## src/rtl/pipeline_stall_controller.sv

```systemverilog
// Pipeline hazard/stall controller: combinational write-enable/flush steering
// plus a memory-wait watchdog FSM and saturating stall/flush performance counters.
module pipeline_stall_controller #(
    parameter int unsigned WAIT_LIMIT = 64,
    parameter int unsigned CNT_W      = 32
) (
    input  logic             clk,
    input  logic             rst_n,
    input  logic             load_stall,
    input  logic             ex_branch_taken,
    input  logic             dmem_req,
    input  logic             dmem_ready,
    output logic             pc_we,
    output logic             ifid_we,
    output logic             ifid_flush,
    output logic             idex_we,
    output logic             idex_flush,
    output logic             exmem_we,
    output logic             memwb_bubble,
    output logic             mem_timeout,
    output logic [CNT_W-1:0] stall_cnt,
    output logic [CNT_W-1:0] flush_cnt
);

    typedef enum logic [1:0] {
        ST_RUN,
        ST_MEM_WAIT,
        ST_ERROR
    } state_t;

    localparam logic [7:0] LP_LIMIT = 8'(WAIT_LIMIT);

    state_t           r_state;
    logic [7:0]       r_wait_cnt;
    logic             r_mem_timeout;
    logic [CNT_W-1:0] r_stall_cnt;
    logic [CNT_W-1:0] r_flush_cnt;
    logic             w_freeze;

    assign w_freeze    = dmem_req & ~dmem_ready;
    assign mem_timeout = r_mem_timeout;
    assign stall_cnt   = r_stall_cnt;
    assign flush_cnt   = r_flush_cnt;

    // Reset, ERROR and a pending memory access all share the frozen output pattern.
    always_comb begin
        pc_we        = 1'b0;
        ifid_we      = 1'b0;
        ifid_flush   = 1'b0;
        idex_we      = 1'b0;
        idex_flush   = 1'b0;
        exmem_we     = 1'b0;
        memwb_bubble = 1'b1;
        if (rst_n && (r_state != ST_ERROR) && !w_freeze) begin
            memwb_bubble = 1'b0;
            idex_we      = 1'b1;
            exmem_we     = 1'b1;
            if (ex_branch_taken) begin
                pc_we      = 1'b1;
                ifid_we    = 1'b1;
                ifid_flush = 1'b1;
                idex_flush = 1'b1;
            end else if (load_stall) begin
                idex_flush = 1'b1;
            end else begin
                pc_we   = 1'b1;
                ifid_we = 1'b1;
            end
        end
    end

    always_ff @(posedge clk or negedge rst_n) begin
        if (!rst_n) begin
            r_state       <= ST_RUN;
            r_wait_cnt    <= '0;
            r_mem_timeout <= 1'b0;
            r_stall_cnt   <= '0;
            r_flush_cnt   <= '0;
        end else begin
            case (r_state)
                ST_RUN: begin
                    if (w_freeze) begin
                        r_state    <= ST_MEM_WAIT;
                        r_wait_cnt <= 8'd1;
                    end
                end
                ST_MEM_WAIT: begin
                    if (!w_freeze) begin
                        r_state    <= ST_RUN;
                        r_wait_cnt <= '0;
                    end else if (r_wait_cnt >= LP_LIMIT) begin
                        r_state       <= ST_ERROR;
                        r_mem_timeout <= 1'b1;
                    end else begin
                        r_wait_cnt <= r_wait_cnt + 8'd1;
                    end
                end
                ST_ERROR: r_state <= ST_ERROR;
                default:  r_state <= ST_RUN;
            endcase

            if (r_state != ST_ERROR) begin
                if (!pc_we && (r_stall_cnt != '1))
                    r_stall_cnt <= r_stall_cnt + CNT_W'(1);
                if (ifid_flush && (r_flush_cnt != '1))
                    r_flush_cnt <= r_flush_cnt + CNT_W'(1);
            end
        end
    end

endmodule
```

## config.mk

```make
export PLATFORM = sky130hd
export DESIGN_NAME = pipeline_stall_controller
export DESIGN_NICKNAME = d
export VERILOG_FILES = /design/src/rtl/pipeline_stall_controller.sv
export SDC_FILE = /design/constraint.sdc
export NUM_CORES = 1
export LEC_CHECK = 0
export CORE_MARGIN = 2
export CORE_UTILIZATION = 25
export CTS_CLUSTER_DIAMETER = 100
export DETAILED_ROUTE_END_ITERATION = 10
export HOLD_SLACK_MARGIN = 0.06
export SYNTH_ARGS = -nofsm -noshare
export SYNTH_HDL_FRONTEND = slang
export SYNTH_SLANG_ARGS = --single-unit
```

## constraint.sdc

```tcl
create_clock -name clk -period 4.3 [get_ports clk]
set_input_delay 0.86 -clock clk [delete_from_list [all_inputs] [get_ports clk]]
set_output_delay 0.86 -clock clk [all_outputs]
set_load 0.05 [all_outputs]
```

* Word-level counts from Yosys, hierarchy flattened *
Cells that the tools add are included.

operators by class
  $add $sub $neg = 3
  order comparisons = 1
  eq/ne operators = 8
  mux-type cells = 18
  bitwise gates (word level) = 2
  reductions and logical operators = 13

operators with widths
  operator                                                                             number
  32-bit by 1-bit adder with 32-bit output, second input constant                      2
  32-bit != test, second input constant                                                2
  8-bit two-way mux                                                                    3
  8-bit case mux with 2 select lines                                                   1
  1-bit two-way mux                                                                    10
  8-bit by 1-bit adder with 8-bit output, second input constant                        1
  8-bit by 7-bit greater-or-equal comparator with 1-bit output, second input constant  1
  2-bit two-way mux                                                                    3
  3-bit != test, second input constant                                                 2
  2-bit case mux with 3 select lines                                                   1
  2-bit AND reduction                                                                  3
  3-bit AND reduction                                                                  2
  1-bit logical AND                                                                    4
  2-bit != test, second input constant                                                 2
  2-bit by 1-bit equality test with 1-bit output, second input constant                1
  2-bit equality test, second input constant                                           1
  1-bit zero test                                                                      2
  2-bit zero test                                                                      1
  2-bit nonzero test                                                                   1
  1-bit AND                                                                            1
  1-bit NOT                                                                            1

storage, ports and cells
  register bits after elaboration = 75
  logic and storage cells = 50

* Logic depth before layout (Yosys ltp) *
  word-level depth = 8
  gate-level depth with buffers = 7
  depth with buffers taken out = 6

* Worst setup path after synthesis *
OpenSTA, ideal clock, no wires.

  path type = input to output
  start point = input port dmem_ready
  end point = output port pc_we
  arrival time = 2.741 ns
  required time = 3.440 ns
  setup slack = 0.699 ns
  stages = 4
  path buffers = 1
  cells stage by stage = nand2b_1 nand3_1 nor2b_1 buf_4

between the ends
  cells in the longest elaborated chain, start to end = 5

ends and longest elaborated chain
  what               line  text
  from (decl)        12    input logic dmem_ready,
  1-bit NOT          40    assign w_freeze = dmem_req & ~dmem_ready;
  1-bit AND          40
  1-bit zero test    n/a
  1-bit logical AND  54    if (rst_n && (r_state != ST_ERROR) && !w_freeze) begin
  1-bit two-way mux  n/a
  to (decl)          13    output logic pc_we,

Every way passes these cells.

* Worst setup path in the final report *
  start point = input port dmem_req
  end point = output port ifid_flush

between the ends
  cells in the longest elaborated chain, start to end = 4

ends and longest elaborated chain
  what               line  text
  from (decl)        11    input logic dmem_req,
  1-bit AND          40
  1-bit zero test    n/a
  1-bit logical AND  54
  1-bit two-way mux  54
  to (decl)          15    output logic ifid_flush,

Every way passes these cells.

==> flow_summary.json <==
{
  "ctsHtreeMaxLevel": 3,
  "outcome": "finished, final reports clean",
  "wl_um": 8614,
  "synth_xor_xnor_area_share": 0.1524,
  "yosys.cell_types.count": 35,
  "cts-hold-fix-buffers": 0,
  "finalClockSkew_ps": 8.432,
  "nNetsFinal": 442,
  "grt_pass1_vias": 2864,
  "vias": 2938,
  "antenna_found_initial": 0,
  "synth_top_family_by_area": "simple AND/OR/NAND/NOR gates",
  "ir_worst_vdd_v": 0.0003958,
  "synth_fa_ha_area_frac": 0.01020,
  "maxSlewViolCount": 0,
  "max_slew_margin": 0.3435,
  "finalSetupTns_ps": 0,
  "grt_max_degree": 78,
  "core_um2": 14480,
  "vias_per_cell": 4.723,
  "die-area_um2": 15700,
  "dp_hpwl_um": 6117,
  "cts_buffer_depth": 2,
  "grt-ovfl-total": 0,
  "placed_cells": 606,
  "grt_usage": 0.1146,
  "synth.area.mux_share": 0.01190,
  "cts_tree": "done",
  "fp.dieH_um": 125.3,
  "io_pins": 78,
  "stdcell_area_um2": 4945,
  "clock-sinks": 75,
  "die_x_um": 125.3,
  "cts-root-buf": "clkbuf_16",
  "slowest_stage": "clkdlybuf4s50_1",
  "cts_buffers": 9,
  "final_cells": 622,
  "synth_compound_area_frac": 0.03027,
  "placement_rows": 44,
  "drive_above_1_share": 0.06849,
  "synth_cells": 351,
  "layout_commonest_cell": "clkdlybuf4s50_1",
  "rsz0062_at_grt": "false",
  "start_kind": "primary input",
  "p_per_area_nw_per_um2": 422.9,
  "first_iter_violations": 242,
  "ant_nets": 0,
  "post-route-min-period_ps": 3739,
  "syn_to_final_growth_pct": 34.42,
  "cpMostUsedCell": "clkdlybuf4s50_1",
  "drt_first_pass_iters": 4,
  "async_flop_share": 1.000,
  "worst_pin_slew_ps": 984.7,
  "n_antenna_cell": 0,
  "yosysSeqAreaShare": 0.5102,
  "avgSynthCellArea_um2": 10.48,
  "finalSetupViolCount": 0,
  "io_buffers": 77,
  "cts-resized-gates": 0,
  "clock_latency_ps": 330,
  "layout_common_cells": "clkdlybuf4s50_1 (76), dfrtp_1 (75), xnor2_1 (52), nand4_1 (33), nand3_1 (32)",
  "place_area_um2": 4657,
  "cp_max_fo": 4,
  "critPathMaxStageDelay_ps": 820,
  "post_cts_buffers": 0,
  "wl_per_cell_um": 13.85,
  "grt_pass1_wl_um": 14600,
  "ys.flop_type": "dfrtp_1",
  "crit_path_end_kind": "output pin",
  "hold_class": "reg -> reg",
  "start_util": 0.2541,
  "yosysWarnings": 0,
  "crit_type": "in -> out",
  "fin_crit_sh": 0.8696,
  "fmax_mhz": 267.4,
  "cts.clk_slew.worst_paths_ps": 60,
  "synth_edf_count": 0,
  "yosys.area_share.simple": 0.2667,
  "syn_area_um2": 3679,
  "syn_nets": 360,
  "arrival_ps": 2880,
  "drv_cap": 0,
  "drc": 0,
  "hold_violations": 0,
  "gp_congestion": 0.8035,
  "cp_cell_sequence": "clkdlybuf4s50_1, nor2b_1, or3_1, inv_1, clkdlybuf4s50_1",
  "crit_required_ps": 3440,
  "synth_seq_cells": 75,
  "leakagePower_nw": 2.002
}
final cells by class:
type                       instances  area [um^2]
sequential                        75         1877
multi-input combinational        262         1740
timing repair buffer              80        790.8
fill                            1450         9534
tap                              184        230.2
clock inverter                     4        51.30
clock buffer                      12        236.5
inverter                           5        18.77
routing by layer:
metal,GRT usage,wire (um),vias to the layer above
li1,-,-,1418
met2,0.1781,4028,64
met3,0.03851,513,12
met4,0.03922,108,0
met1,0.1499,3963,1444
met5,0,0,-
critical path, delay by kind of cell:
| kind | cells | cell delay, ps |
|---|---|---|
| buf+inv | 3 | 1400 |
| simple gates | 2 | 620 |
power by group:
| part | switching, mW | internal, mW |
|---|---|---|
| registers | 0.0939 | 0.764 |
| logic | 0.324 | 0.171 |
| clock network | 0.288 | 0.450 |
Yosys cell counts, types with 4 or more instances:
master / count / area share
nand2_1: 28 / 0.029
xnor2_1: 52 / 0.12
nor2b_1: 5 / 0.0085
and2_1: 5 / 0.0085
nand4_1: 33 / 0.056
xor2_1: 12 / 0.029
dfrtp_1: 75 / 0.51
buf_2: 6 / 0.0082
and4_1: 6 / 0.014
and3_1: 13 / 0.022
a31oi_1: 4 / 0.0068
nand2b_1: 5 / 0.0085
o21ai_0: 6 / 0.0082
nor2_1: 23 / 0.023
nand3_1: 32 / 0.044
inv_1: 5 / 0.0051
nor3_1: 9 / 0.012
final timing paths:
path / slack [ps] / cells after the start / start / to
max: 560 / 5 / dmem_req / ifid_flush
min: 480 / 1 / mem_timeout / mem_timeout
max reg2reg: 1880 / 6 / r_state[1] / flush_cnt[13]
min reg2reg: 480 / 1 / mem_timeout / mem_timeout
max in group asynchronous: 2840 / 2 / rst_n / stall_cnt[10]
min in group asynchronous: 810 / 2 / rst_n / flush_cnt[4]
metrics by stage:
stage | utilization | worst slack [ps] | power, mW | hold WS [ps]
4_1_cts | 0.3415 | 552.2 | 2.120 | 485.4
6_report | 0.3415 | 560.7 | 2.091 | 475.4
3_3_place_gp | 0.3216 | 569.4 | 1.363 | 459.9
2_1_floorplan | - | 698.8 | 1.184 | 456.5
5_1_grt | 0.3415 | 491.3 | 2.199 | 501.2
3_5_place_dp | 0.3216 | 552.1 | 1.369 | 457.1
cells by family (layout without fill, tap and decap cells):
family / after synthesis / in the layout
adder cells (fa/ha/maj): 3 / 3
AND/OR/NAND/NOR: 173 / 173
XOR/XNOR: 64 / 64
multiplexers: 4 / 4
buffers and inverters: 14 / 101
AO/OA/AOI/OAI: 18 / 18
flip-flops: 75 / 75
registers in the layout, summed over array words and instances (netlist names):
name and cells:
flush_cnt 32, mem_timeout 1, r_state 2, r_wait_cnt 8, stall_cnt 32
No activity file was read; power rests on OpenSTA's default activity.
